==> config.mk <==
export PLATFORM = sky130hd
export DESIGN_NAME = regfile_wb_arbiter
export DESIGN_NICKNAME = d
export VERILOG_FILES = /design/src/rtl/regfile_wb_arbiter.sv
export SDC_FILE = /design/constraint.sdc
export NUM_CORES = 1
export LEC_CHECK = 0
export CAP_MARGIN = 20
export CORE_MARGIN = 4
export CORE_UTILIZATION = 28
export CTS_CLUSTER_DIAMETER = 100
export DETAILED_ROUTE_END_ITERATION = 16
export REMOVE_ABC_BUFFERS = 1
export SLEW_MARGIN = 40
export SYNTH_ARGS = -nofsm -noshare
export SYNTH_HDL_FRONTEND = slang
export SYNTH_SLANG_ARGS = --single-unit
export TNS_END_PERCENT = 20
==> constraint.sdc <==
create_clock -name clk -period 9.4 [get_ports clk]
set_clock_uncertainty 0.2 [all_clocks]
set_input_delay 1.88 -clock clk [delete_from_list [all_inputs] [get_ports clk]]
set_output_delay 1.88 -clock clk [all_outputs]
set_load 0.005 [all_outputs]
==> src/rtl/regfile_wb_arbiter.sv <==
// Write-port arbiter between the in-order WB stage and a multicycle unit,
// with per-register busy tracking for decode hazards and a starvation guard.
module regfile_wb_arbiter #(
    parameter int STARVE_LIMIT = 4,
    parameter int CNT_W        = 3
) (
    input  logic        clk,
    input  logic        rst_n,
    input  logic        wb_valid,
    input  logic [4:0]  wb_addr,
    input  logic [31:0] wb_data,
    output logic        wb_stall,
    input  logic        mc_issue,
    input  logic [4:0]  mc_issue_addr,
    input  logic        mc_valid,
    input  logic [4:0]  mc_addr,
    input  logic [31:0] mc_data,
    output logic        mc_ready,
    input  logic [4:0]  addr1,
    input  logic [4:0]  addr2,
    input  logic [4:0]  dec_rd,
    output logic        hazard,
    output logic        rf_reg_write,
    output logic [4:0]  rf_rd_addr,
    output logic [31:0] rf_rd
);

    localparam logic [CNT_W-1:0] LIMIT = CNT_W'(STARVE_LIMIT);

    logic [31:0]      busy_q, busy_d;
    logic [CNT_W-1:0] cnt_q, cnt_d;

    logic        real_wb, prio_mc;
    logic        grant_mc, grant_wb;
    logic        ready_c, stall_c, wr_c;
    logic [4:0]  wr_addr_c;
    logic [31:0] wr_data_c;
    logic        mc_xfer;
    logic        haz_c;

    assign real_wb = wb_valid && (wb_addr != 5'd0);
    assign prio_mc = (cnt_q == LIMIT);

    // MC handshake: a result moves on any cycle where mc_valid && mc_ready;
    // the MC unit holds addr/data stable until then. WB holds while wb_stall.
    always_comb begin
        grant_mc = 1'b0;
        grant_wb = 1'b0;
        ready_c  = 1'b0;
        stall_c  = 1'b0;
        if (prio_mc && mc_valid) begin
            grant_mc = 1'b1;
            ready_c  = 1'b1;
            stall_c  = wb_valid;
        end else if (real_wb) begin
            grant_wb = 1'b1;
        end else begin
            ready_c  = 1'b1;
            grant_mc = mc_valid;
        end
    end

    always_comb begin
        wr_c      = 1'b0;
        wr_addr_c = 5'd0;
        wr_data_c = 32'd0;
        if (grant_mc && (mc_addr != 5'd0)) begin
            wr_c      = 1'b1;
            wr_addr_c = mc_addr;
            wr_data_c = mc_data;
        end else if (grant_wb) begin
            wr_c      = 1'b1;
            wr_addr_c = wb_addr;
            wr_data_c = wb_data;
        end
    end

    assign mc_xfer = mc_valid && ready_c;

    always_comb begin
        cnt_d = 'd0;
        if (mc_valid && !ready_c) begin
            cnt_d = (cnt_q == LIMIT) ? cnt_q : cnt_q + CNT_W'(1);
        end
    end

    // Set is applied after clear so a same-cycle issue to the same register wins.
    always_comb begin
        busy_d = busy_q;
        if (mc_xfer) begin
            busy_d[mc_addr] = 1'b0;
        end
        if (mc_issue) begin
            busy_d[mc_issue_addr] = 1'b1;
        end
        busy_d[0] = 1'b0;
    end

    always_ff @(posedge clk or negedge rst_n) begin
        if (!rst_n) begin
            busy_q <= 32'd0;
            cnt_q  <= '0;
        end else begin
            busy_q <= busy_d;
            cnt_q  <= cnt_d;
        end
    end

    assign haz_c = ((addr1  != 5'd0) && busy_q[addr1])
                 | ((addr2  != 5'd0) && busy_q[addr2])
                 | ((dec_rd != 5'd0) && busy_q[dec_rd]);

    // All outputs are held low for as long as reset is asserted.
    assign rf_reg_write = rst_n & wr_c;
    assign rf_rd_addr   = rst_n ? wr_addr_c : 5'd0;
    assign rf_rd        = rst_n ? wr_data_c : 32'd0;
    assign mc_ready     = rst_n & ready_c;
    assign wb_stall     = rst_n & stall_c;
    assign hazard       = rst_n & haz_c;

endmodule

After elaboration in Yosys (flattened, before gate mapping)

Cells that the tools add are included.

Muxes and demuxes: 29
Reductions and logical operators: 16
Bitwise gates (word level): 9
$add $sub $neg: 1
Equal/unequal tests: 2
$lt $le $gt $ge: 7

Operators by type and width:

| kind                                                 | number |
|---|---|
| two-way mux 32 bit                                   | 5 |
| bitwise AND 32 bit                                   | 1 |
| inverter 32 bit                                      | 1 |
| OR 32 bit                                            | 1 |
| < comparator 5 x 6 -> 1 bit (second input constant)  | 5 |
| nonzero test 5 bit                                   | 5 |
| binary-select mux 1 bit (select 5 bit)               | 3 |
| two-way mux 5 bit                                    | 3 |
| two-way mux 1 bit                                    | 14 |
| demux 1 bit (select 5 bit)                           | 2 |
| >= comparator 5 x 1 -> 1 bit (second input constant) | 2 |
| logical AND 1 bit                                    | 10 |
| two-way mux 3 bit                                    | 2 |
| bitwise AND 1 bit                                    | 4 |
| adder 3 x 1 -> 3 bit (second input constant)         | 1 |
| equality test 3 bit (second input constant)          | 1 |
| != test 2 bit (second input constant)                | 1 |
| OR 1 bit                                             | 2 |
| zero test 1 bit                                      | 1 |

Flip-flop bits (word level): 34
Logic and storage cells: 66
Output and inout port bits: 41

Logic depth before layout (Yosys ltp)

Gate-level depths: netlist (run 1).

Word-level depth: 9
Gate-level depth with buffers: 10

Worst setup path after synthesis (run 1)

OpenSTA, ideal clock, no wires.

Kind: in2out
Start point: in dec_rd[1]
End point: out hazard
Arrival: 3610 ps
Stages on the path: 6
Required time: 7320 ps
Path buffers: 1
Path slack: 3710 ps
Cell sequence: clkbuf_2 -> mux4_1 -> nand3b_1 -> a21boi_0 -> or4_1 -> o41a_1

Word-level cells in the longest chain between the ends: 5

RTL lines:

| item                                    | RTL line | source |
|---|---|---|
| start: declaration                      | 21       | `input logic [4:0] dec_rd,` |
| binary-select mux 1 bit (select 5 bit)  | 111      | `\| ((dec_rd != 5'd0) && busy_q[dec_rd]);` |
| two-way mux 1 bit (implied by the code) | 111      |  |
| logical AND 1 bit *                     | 111      |  |
| OR 1 bit *                              | 111      |  |
| bitwise AND 1 bit *                     | 119      | `assign hazard = rst_n & haz_c;` |
| end: declaration                        | 22       | `output logic hazard,` |

Every way passes the cells marked *; elsewhere a longest branch is shown, timed or not. The select of a mux whose other input is x is not followed.

Worst setup path after layout (run 1)

Start point: in dec_rd[0]
End point: out hazard

Same word-level chain as after synthesis.

==> results of run 1 <==
## metal layers
metal	track usage (%)	wire length [um]
met5	0	0
met4	3.77	138
met3	6.52	1080
met2	29.5	5510
met1	22.2	4820
## where the power goes
group | switching (uW) | leakage [uW] | total (uW) | internal (uW)
clock network | 54.2 | 0.0000579 | 132 | 78.0
logic | 79.2 | 0.00123 | 222 | 142
registers | 41.7 | 0.000408 | 222 | 180
## cell type report
type | instances | area share (%)
clock buffers | 5 | 1.48
clock inverters | 3 | 0.861
inverters | 3 | 0.242
multi-input cells | 255 | 45.2
flip-flops and latches | 34 | 18.3
well taps | 140 | 3.77
repair buffers | 141 | 30.1
## layout by cell type (no fill, tap or decap), types with 2 or more instances in the layout
cell,Yosys,final
a21boi_0,3,3
a21oi_1,4,4
a22o_1,15,15
a22oi_1,32,32
and2_1,2,2
and3_1,3,3
buf_4,1,2
clkbuf_8,0,5
clkdlybuf4s50_1,0,138
clkinv_2,0,2
dfrtp_1,34,34
ha_1,2,2
inv_1,3,3
mux2_2,2,2
mux2i_1,7,7
mux4_1,9,9
mux4_2,13,13
nand2_1,41,41
nand3_1,8,8
nand3b_1,9,9
nand4_1,4,4
nor2_1,11,11
nor2b_1,38,38
nor3_1,2,2
nor3b_1,8,8
nor3b_2,2,2
o21ai_0,7,7
o2bb2ai_1,15,15
or4_1,2,2
## state kept, by name, indices dropped and copies added (netlist names)
signal,flops
cnt_q,3
busy_q,31
## through the flow
| step | hold WS [ns] | util [%] |
|---|---|---|
| after global routing | 0.297 | 43.1 |
| final | 0.261 | 43.1 |
| after CTS | 0.264 | 43.1 |
| after global placement | 0.248 | 42.0 |
| after detailed placement | 0.252 | 42.1 |
| after floorplan | 0.229 | - |
## final timing paths
check                              to  depth (start not counted)
setup / recovery               hazard                          7
hold / removal               cnt_q[0]                          1
setup reg to reg           busy_q[27]                          7
hold reg to reg              cnt_q[0]                          1
max in group asynchronous   busy_q[1]                          2
min in group asynchronous  busy_q[20]                          1
## cell families after synthesis
kind of cell	share of synthesized area, %
multiplexers	20.2
XOR/XNOR	0.284
adder cells (fa/ha/maj)	0.813
flip-flops	27.6
AND/OR/NAND/NOR	25.7
buffers and inverters	4.59
AO/OA/AOI/OAI	20.8
==> results.sh, run 1 <==
export IMPL_crit_path_frequent_cell="clkdlybuf4s50_1"
export IMPL_drt_first_pass_iters=4
export IMPL_ys_warn_count=0
export IMPL_via_per_inst=5.37
export IMPL_hold_class="reg2reg"
export IMPL_dp_cells=573
export IMPL_cp_slowest_stage_delay_ns=0.79
export IMPL_die_y_um=113
export IMPL_period_minus_slack_ns=6.91
export IMPL_regToRegSetupSlack_ns=6.89
export IMPL_syn_area_um2=3080
export IMPL_die_area_um2=12700
export IMPL_setup_tns_ns=0
export IMPL_seq_area_um2=851
export IMPL_placed_area_um2=4540
export IMPL_tightest_slew_ns=0.815
export IMPL_n_antenna_cell=0
export IMPL_fin_nets=541
export IMPL_crit_path_end_kind="primary output"
export IMPL_max_cap_viol_count=0
export IMPL_multiInputGateArea_um2=2100
export IMPL_finalPower_uw=575
export IMPL_track_usage_pct=17.8
export IMPL_finalCritPeriodShare_pct=73.5
export IMPL_slew_headroom_pct=45.2
export IMPL_grt_pass1_vias=3284
export IMPL_fin_ws_ns=2.49
export IMPL_p_leak_uw=0.00169
export IMPL_cp_max_fo=9
export IMPL_antenna_found_initial=0
export IMPL_htreeDepth=2
export IMPL_place_gp_congestion=0.829
export IMPL_clk_pin_slew_worst_paths_ns=0.07
export IMPL_ys_flop_type="dfrtp_1"
export IMPL_drtIter0Drc=166
export IMPL_synth_edf_count=0
export IMPL_status="complete, no violations"
export IMPL_ir_drop_mv=0.0537
export IMPL_synth_top_cells_by_area="dfrtp_1, mux4_2, a22oi_1"
export IMPL_r2r_start="cnt_q[0]"
export IMPL_synth_top_cell_by_area="dfrtp_1"
export IMPL_area_delta_synth_final_pct=51.0
export IMPL_slew_viol_final=0
export IMPL_drive_gt1_share_pct=7.94
export IMPL_cts_max_path_buffers=2
export IMPL_cp_startpoint="dec_rd[0]"
export IMPL_remaining_drc_errors=0
export IMPL_io_buffers=139
export IMPL_worst_path_buf_inv=2
export IMPL_place_ws_ns=2.48
export IMPL_die_w_um=113
export IMPL_clkLatencyLatePin_ns=0.28
export IMPL_post_cts_repair_setup_buffers=0
export IMPL_synth_avg_cell_area_um2=9.71
export IMPL_yosysUniqueCellTypes=46
export IMPL_fillers=1033
export IMPL_start_util_pct=28.5
export IMPL_rsz0062_at_grt="no"
export IMPL_finalHoldViolCount=0
export IMPL_rows=38
export IMPL_ys_seq_elements=34
export IMPL_synth_commonest_cells="nand2_1, nor2b_1, dfrtp_1, a22oi_1"
export IMPL_yosysSeqAreaShare_pct=27.6
export IMPL_cpLargestDelayFamily="buffers and inverters"
export IMPL_avgRoutedWirePerCell_um=19.9
export IMPL_antenna_left=0
export IMPL_cts_resized=0
export IMPL_async_flop_share_pct=100
export IMPL_critical_path_cell_chain="clkdlybuf4s50_1 -> mux4_1 -> nand3b_1 -> a21boi_0 -> or4_1 -> o41a_1 -> clkdlybuf4s50_1"
export IMPL_synth_top_cell_area_share_pct=27.6
export IMPL_core_area_um2=10800
export IMPL_synth_most_common_cell="nand2_1"
export IMPL_grt_pass1_wl_um=18000
export IMPL_dpl_hpwl_um=9290
export IMPL_vias=3119
export IMPL_overflow=0
export IMPL_grt_max_degree=54
export IMPL_wirelength_um=11600
export IMPL_power_density_nw_per_um2=124
export IMPL_finalNonFillerCells=581
export IMPL_clkSinkCount=34
export IMPL_cts_buffers=5
export IMPL_io_pins=140
export IMPL_slowest_stage="clkdlybuf4s50_1"
export IMPL_max_freq_ghz=0.145
export IMPL_syn_instance_count=317
export IMPL_cp_start_kind="input pin"
export IMPL_required_ns=7.32
export IMPL_hold_buffers=0
export IMPL_setup_viol=0
export IMPL_hp_start="cnt_q[0]"
export IMPL_design_area_um2=4650
export IMPL_arrival_ns=4.83
export IMPL_root_buffer="clkbuf_8"
export IMPL_cts_tree="built"
export IMPL_crit_type="in2out"
Power figures use the tool's default switching activity.
==> run 2, diff against run 1 <==
- clock period: 9.4 -> 5.6 ns (I/O delays scaled with it)
==> run 2 against run 1 <==
Compared with the run above: count of clock-buffer cells in the layout is 1 higher; combinational power is 67% higher; cell count is 0.69% higher; routed wire length is 0.25% higher; register-to-register slack worse by 3.8 ns; via count is 1.8% higher; hold slack better by 0.0040 ns; die area stayed put.
==> results.sh, run 2 (same netlist as run 1, synthesis figures left out) <==
export IMPL_status="complete, no violations"
export IMPL_htreeDepth=2
export IMPL_max_freq_ghz=0.185
export IMPL_drive_gt1_share_pct=9.21
export IMPL_seq_area_um2=851
export IMPL_clk_pin_slew_worst_paths_ns=0.06
export IMPL_root_buffer="clkbuf_8"
export IMPL_drtIter0Drc=110
export IMPL_die_area_um2=12700
export IMPL_vias=3176
export IMPL_grt_pass1_wl_um=18400
export IMPL_core_area_um2=10800
export IMPL_p_leak_uw=0.00171
export IMPL_worst_path_buf_inv=2
export IMPL_critical_path_cell_chain="clkdlybuf4s50_1 -> mux4_1 -> mux2i_1 -> nor3b_1 -> or4_1 -> o41a_1 -> clkdlybuf4s50_1"
export IMPL_pwr_share_seq_pct=40.9
export IMPL_layout_commonest_cell="clkdlybuf4s50_1"
export IMPL_slowest_stage="clkdlybuf4s50_1"
export IMPL_top_regs="busy_q (31), cnt_q (3)"
export IMPL_n_antenna_cell=0
export IMPL_cp_start_kind="input pin"
export IMPL_crit_type="in2out"
export IMPL_grt_pass1_vias=3399
export IMPL_crit_path_end_kind="primary output"
export IMPL_max_cap_viol_count=0
export IMPL_power_frac_clock_pct=19.0
export IMPL_cts_resized=0
export IMPL_holdWs_ns=0.265
export IMPL_power_density_nw_per_um2=198
export IMPL_finalCritPeriodShare_pct=96.4
export IMPL_final_cell_mix="clkdlybuf4s50_1, nand2_1, nor2b_1, dfrtp_1, a22oi_1"
export IMPL_largest_reg_flops=31
export IMPL_drt_first_pass_iters=4
export IMPL_dp_cells=579
export IMPL_regMostFlops="busy_q"
export IMPL_place_gp_congestion=0.881
export IMPL_cts_tree="built"
export IMPL_overflow=0
export IMPL_setup_viol=0
export IMPL_remaining_drc_errors=0
export IMPL_combPwrFrac_pct=40.1
export IMPL_period_minus_slack_ns=5.40
export IMPL_antenna_found_initial=0
export IMPL_design_area_um2=4690
export IMPL_cts_buffers=5
export IMPL_via_per_inst=5.43
export IMPL_post_cts_repair_setup_buffers=0
export IMPL_fillers=1039
export IMPL_antenna_left=0
export IMPL_ir_drop_mv=0.0875
export IMPL_rsz0062_at_grt="no"
export IMPL_finalHoldViolCount=0
export IMPL_clkSinkCount=34
export IMPL_grt_max_degree=56
export IMPL_die_y_um=113
export IMPL_slew_viol_final=0
export IMPL_tightest_slew_ns=0.544
export IMPL_io_pins=140
export IMPL_area_delta_synth_final_pct=52.2
export IMPL_placed_area_um2=4590
export IMPL_sw_frac_of_total_pct=31.0
export IMPL_hold_class="reg2reg"
export IMPL_avgRoutedWirePerCell_um=19.8
export IMPL_required_ns=4.28
export IMPL_setup_tns_ns=0
export IMPL_rows=38
export IMPL_cp_slowest_stage_delay_ns=0.75
export IMPL_arrival_ns=4.08
export IMPL_hold_buffers=0
export IMPL_multiInputGateArea_um2=2110
export IMPL_finalNonFillerCells=585
export IMPL_start_util_pct=28.5
export IMPL_dpl_hpwl_um=9270
export IMPL_p_sw_uw=288
export IMPL_io_buffers=139
export IMPL_track_usage_pct=18.2
export IMPL_cpLargestDelayFamily="buffers and inverters"
export IMPL_final_core_util_pct=43.4
export IMPL_slew_headroom_pct=63.7
export IMPL_cts_max_path_buffers=2
export IMPL_die_w_um=113
export IMPL_wirelength_um=11600
export IMPL_cp_max_fo=9
export IMPL_internal_power_uw=639
export IMPL_clkLatencyLatePin_ns=0.28
export IMPL_fin_nets=547
export IMPL_crit_path_frequent_cell="clkdlybuf4s50_1"
-- run 2: worst paths after layout --
kind,from,to,slack [ns],cells past startpoint
max in group asynchronous,rst_n,busy_q[8],3.92,2
max,addr2[0],hazard,0.20,7
min reg2reg,cnt_q[0],cnt_q[0],0.26,1
min,cnt_q[0],cnt_q[0],0.26,1
min in group asynchronous,rst_n,cnt_q[1],0.62,1
max reg2reg,cnt_q[0],busy_q[27],3.06,9
-- run 2: per-stage QoR --
step / total power, uW / setup WS, ns
CTS: 929 / 0.210
detailed placement: 751 / 0.216
global route: 979 / 0.144
global placement: 744 / 0.318
finish: 927 / 0.204
floorplan: 544 / 0.407
-- run 2: final cells by class --
type / count / area share (%)
Multi-Input combinational cell: 255 / 44.9
Timing Repair Buffer: 147 / 31.2
Sequential cell: 34 / 18.2
Tap cell: 140 / 3.74
Clock buffer: 6 / 1.76
Inverter: 3 / 0.240
-- run 2: layer usage --
metal / part of all wire [%] / up-vias / track usage (%) / routed length (um)
met5: 0 / - / 0 / 0
met1: 41 / 1518 / 21.8 / 4710
met4: 1.4 / 0 / 4.41 / 162
li1: - / 1492 / - / -
met3: 11 / 12 / 7.22 / 1230
met2: 47 / 154 / 30.5 / 5480
-- run 2: power by group through the flow --
stage	Combinational, uW	Clock, uW	Sequential (uW)
2_1_floorplan	202	0	342
3_3_place_gp	367	0	377
3_5_place_dp	372	0	379
4_1_cts	374	179	376
5_1_grt	403	189	387
6_report	371	176	379
-- run 2: worst register-to-register path: stages (launching register included) --
cell and delay, ns:
dfrtp_1 0.40, inv_1 0.07, ha_1 0.14, nand3_1 0.14, o211a_2 0.21, buf_4 0.27
buf_4 0.23, nor4b_2 0.49, nand3_1 0.13, o2bb2ai_1 0.14
==> edit 1, RTL diff (flow settings as in run 2) <==
The parameter `CNT_W` goes from 3 to 6.
--- a/src/rtl/regfile_wb_arbiter.sv
+++ b/src/rtl/regfile_wb_arbiter.sv
@@ -3,5 +3,5 @@
 module regfile_wb_arbiter #(
     parameter int STARVE_LIMIT = 4,
-    parameter int CNT_W        = 3
+    parameter int CNT_W        = 6
 ) (
     input  logic        clk,
Behaviour: no difference found for any inputs over 10 cycles, from zero or initial values and one cycle with rst_n low; that may be too few to reach the edited logic, so the function may still have changed.
==> edit 1 against run 2 <==
Utilization decreased by 0.33 points; fmax increased by 8.9%; routed wire length decreased by 2.5%; synthesized area increased by 1.7%; cell area increased by 0.11%; worst setup slack improved by 0.44 ns; combinational power decreased by 2%; critical path depth decreased by 1; count of clock-buffer cells in the layout decreased by 1; power decreased by 0.26%; highest routed layer unchanged; sequential cell count increased by 3.
==> edit 1: results (changes against run 2) <==
| Metric | Value |
|---|---|
| Outcome | completed (unchanged) |
| Tot GR Track Use | 17.4% (was 18.2%) |
| Worst reg2reg path depth | 8 (was 9) |
| CP max FO | 5 (was 9) |
| PwrDens | 197 mW/mm^2 (was 198 mW/mm^2) |
| Via Count | 3259 (was 3176) |
| Slew @ Worst Pin | 0.683 ns (was 0.544 ns) |
| M1 WL | 4610 um (was 4710 um) |
| Mean Syn Cell Area | 9.40 um^2 (was 9.71 um^2) |
| Largest net degree at the start of global routing | 39 (was 56) |
| Initial antenna violation count | 1 (was 0) |
| Post-DP Area | 0.00460 mm^2 (was 0.00459 mm^2) |
| First DRT Iteration DRCs | 209 (was 110) |
| Share of cells above drive strength 1 | 13.8% (was 9.21%) |
| Unique masters post-synth | 49 (was 46) |
| Worst stage delay on the critical path | 0.68 ns (was 0.75 ns) |
| Gpl congestion | 0.820 (was 0.881) |
| Met2 Wirelength | 5460 um (was 5480 um) |
| R2R Setup Slk | 3.20 ns (was 3.06 ns) |
| Dpl hpwl | 9110 um (was 9270 um) |
| Synth top cells by count | o21ai_0 (60), nor2_1 (49), dfrtp_1 (37), a22oi_2 (22), mux4_2 (17) (was nand2_1 (41), nor2b_1 (38), dfrtp_1 (34), a22oi_1 (32)) |
| DP Cell Count | 596 (was 579) |
| Top flop regs | busy_q (31), cnt_q (6) (was busy_q (31), cnt_q (3)) |
| Arr. time, crit path | 3.64 ns (was 4.08 ns) |
| Vias in the first global route | 3373 (was 3399) |
| Sequential area share after synthesis | 29.6% (was 27.6%) |
| Global-route wire length before repair | 17900 um (was 18400 um) |
## edit 1: stage by stage
stage	worst slack [ns]	hold slack, ns
floorplan	1.02	0.254
global placement	0.619	0.278
detailed placement	0.610	0.274
CTS	0.602	0.284
global route	0.476	0.334
finish	0.644	0.285
## edit 1: logic make-up after synthesis
logic type / share of synthesized area (%)
DFF: 29.6
muxes: 17.5
xor gates and xnor gates: 1.12
AOI/OAI and AO/OA: 27.2
adders and majority gates: 0.799
and+or+nand+nor: 17.7
buffers and inverters: 6.15
## edit 1: cell type report
cell class | instances | area share (%)
repair buffers | 145 | 31.0
inverters | 9 | 0.720
flip-flops and latches | 37 | 19.7
multi-input cells | 265 | 42.9
diodes | 1 | 0.0533
well taps | 140 | 3.73
clock buffers | 5 | 1.47
clock inverters | 3 | 0.373
## edit 1: worst register-to-register path, delay by kind of cell (launching register included)
family / cells / cell delay (ns)
AOI/OAI and AO/OA: 3 / 0.56
and+or+nand+nor: 3 / 0.89
DFF: 1 / 0.41
adders and majority gates: 1 / 0.14
buffers and inverters: 1 / 0.07
## edit 1: layer usage
metal  global-route usage [%]  up-vias
li1                         -     1536
met1                     21.0     1579
met2                     29.4      138
met3                     7.11        6
met4                     3.37        0
met5                        0        -
## edit 1: worst max-delay path by stage
stage	start	to	slack [ns]	cells after the start
floorplan	wb_addr[2]	rf_rd[0]	1.02	5
global placement	addr1[0]	hazard	0.62	6
detailed placement	addr1[0]	hazard	0.61	6
CTS	addr1[0]	hazard	0.60	6
global route	addr1[0]	hazard	0.48	8
finish	addr1[0]	hazard	0.64	6
## edit 1: power by group
group | total, uW | leakage (uW) | switching (uW) | internal [uW]
sequential | 382 | 0.000453 | 60.2 | 322
clock | 180 | 0.0000439 | 94.2 | 85.8
combinational | 362 | 0.00121 | 145 | 217
total | 924 | 0.00170 | 300 | 625
==> edit 2, RTL diff (config.mk and constraints of run 2) <==
Without the edit above. Make the reset (`rst_n`) synchronous in one clocked block.
--- a/src/rtl/regfile_wb_arbiter.sv
+++ b/src/rtl/regfile_wb_arbiter.sv
@@ -97,5 +97,5 @@
     end
 
-    always_ff @(posedge clk or negedge rst_n) begin
+    always_ff @(posedge clk) begin
         if (!rst_n) begin
             busy_q <= 32'd0;
Formal check against the unedited RTL: no difference found for any inputs over 4 cycles, from zero or initial values and one cycle with rst_n low; that may be too few to reach the edited logic, so the function may still have changed.
==> edit 2 against run 2 <==
Sequential cell count unchanged; count of clock-buffer cells in the layout unchanged; worst setup slack better by 0.12 ns; power down 30%; routed wire length up 2.2%; synthesized area down 4.6%; die area down 4.3%; critical path depth unchanged; cell area down 3.7%.
==> edit 2: results (changes against run 2) <==
| Metric | Value |
|---|---|
| Arr. time, crit path | 3.95 ns (was 4.08 ns) |
| Worst R2R End | busy_q[16] (was busy_q[27]) |
| Dpl hpwl | 9440 um (was 9270 um) |
| Slew @ Worst Pin | 0.566 ns (was 0.544 ns) |
| Static Leak | 0.00161 uW (was 0.00171 uW) |
| Worst-path clk slew | 0.06 ns (about the same) |
| Tot GR Track Use | 18.5% (was 18.2%) |
| Share of cells above drive strength 1 | 6.50% (was 9.21%) |
| WL/cell | 18.3 um (was 19.8 um) |
| Synth top area cells | dfxtp_1 (23%), nand2_1 (13%), mux4_2 (10%) (was dfrtp_1 (28%), mux4_2 (9.5%), a22oi_1 (7.8%)) |
| Gpl congestion | 0.871 (was 0.881) |
| Largest net degree at the start of global routing | 39 (was 56) |
| Vias in the first global route | 3516 (was 3399) |
| R2R Setup Slk | 3.44 ns (was 3.06 ns) |
| First DRT Iteration DRCs | 334 (was 110) |
| Fillers | 1052 (was 1039) |
| First drt pass iteration count | 4 (unchanged) |
| CP max FO | 8 (was 9) |
| Global-route wire length before repair | 18400 um (about the same) |
| Routed vias/inst | 5.37 (was 5.43) |
| Sequential area share after synthesis | 23.2% (was 27.6%) |
| Synth top cells by count | nand2_1 (103), a21oi_1 (39), dfxtp_1 (34), o21ai_0 (20), clkbuf_1 (17) (was nand2_1 (41), nor2b_1 (38), dfrtp_1 (34), a22oi_1 (32)) |
| Asr flop ratio synth | 0% (was 100%) |
| Worst reg2reg path depth | 8 (was 9) |
| Outcome | completed (unchanged) |
| Root Driver | clkbuf_8 (unchanged) |
| Initial antenna violation count | 4 (was 0) |
| Unique masters post-synth | 43 (was 46) |
| Nets | 610 (was 547) |
| Worst vdd ir | 0.0613 mV (was 0.0875 mV) |
| R2r startpoint | cnt_q[0] (unchanged) |
edit 2: changes by cell type after synthesis, moves of 13 or more:
cell,run 2,this run
nor2b_1,38,4
o21ai_0,7,20
a22o_1,15,0
a21oi_1,4,39
o2bb2ai_1,15,0
a22oi_1,32,2
dfrtp_1,34,0
dfxtp_1,0,34
nand2_1,41,103
edit 2: power breakdown:
part | internal (uW) | switching [uW] | total (uW) | leakage, uW
Clock | 94.7 | 83.0 | 178 | 0.0000432
Sequential | 245 | 4.16 | 249 | 0.000275
Combinational | 127 | 96.0 | 223 | 0.00129
edit 2: metrics by stage:
stage                     worst slack [ns]  cell area (um^2)  cells  power [uW]
after floorplan                      0.712              2800    355         324
after global placement               0.347              4420    638         476
after detailed placement             0.341              4420    638         477
after CTS                            0.332              4510    644         654
after global routing                 0.245              4520    648         681
final                                0.327              4520    648         650
edit 2: kinds of logic (layout without fill, tap and decap cells):
group	count (synthesis)	count (layout)	share of synthesized area [%]
simple gates	163	163	25.2
compound gates	116	116	25.6
buf+inv	38	160	5.58
flops	34	34	23.2
mux	33	33	19.6
fa+ha+maj	2	2	0.852
other cells	0	4	0
edit 2: worst min-delay path by stage:
stage             start  endpoint  slack [ns]  cells past startpoint
3_3_place_gp   cnt_q[0]  cnt_q[0]        0.23                      1
5_1_grt        cnt_q[0]  cnt_q[0]        0.27                      1
4_1_cts        cnt_q[0]  cnt_q[0]        0.25                      1
6_report       cnt_q[0]  cnt_q[0]        0.25                      1
3_5_place_dp   cnt_q[0]  cnt_q[0]        0.24                      1
2_1_floorplan  cnt_q[0]  cnt_q[0]        0.22                      1
edit 2: critical path, cell delays in order:
cell             delay (ns)
clkdlybuf4s50_1        0.69
mux4_1                 0.59
mux2i_1                0.14
o22ai_1                0.11
or4_1                  0.53
o41a_1                 0.33
clkdlybuf4s50_1        0.45
edit 2: cell type report:
cell class                      count  share of cell area (%)
Multi-Input combinational cell    314                    46.4
Timing Repair Buffer              147                    32.1
Sequential cell                    34                    15.1
Tap cell                          136                    3.77
Clock buffer                        6                    1.83
Inverter                            7                   0.582
Antenna cell                        4                   0.222
edit 2: metal layers:
metal | GRT usage, % | wire (um) | up-vias
met5 | 0 | 0 | -
met4 | 7.14 | 284 | 0
met3 | 5.92 | 1150 | 18
met2 | 31.4 | 5740 | 163
met1 | 21.5 | 4660 | 1625
li1 | - | - | 1676
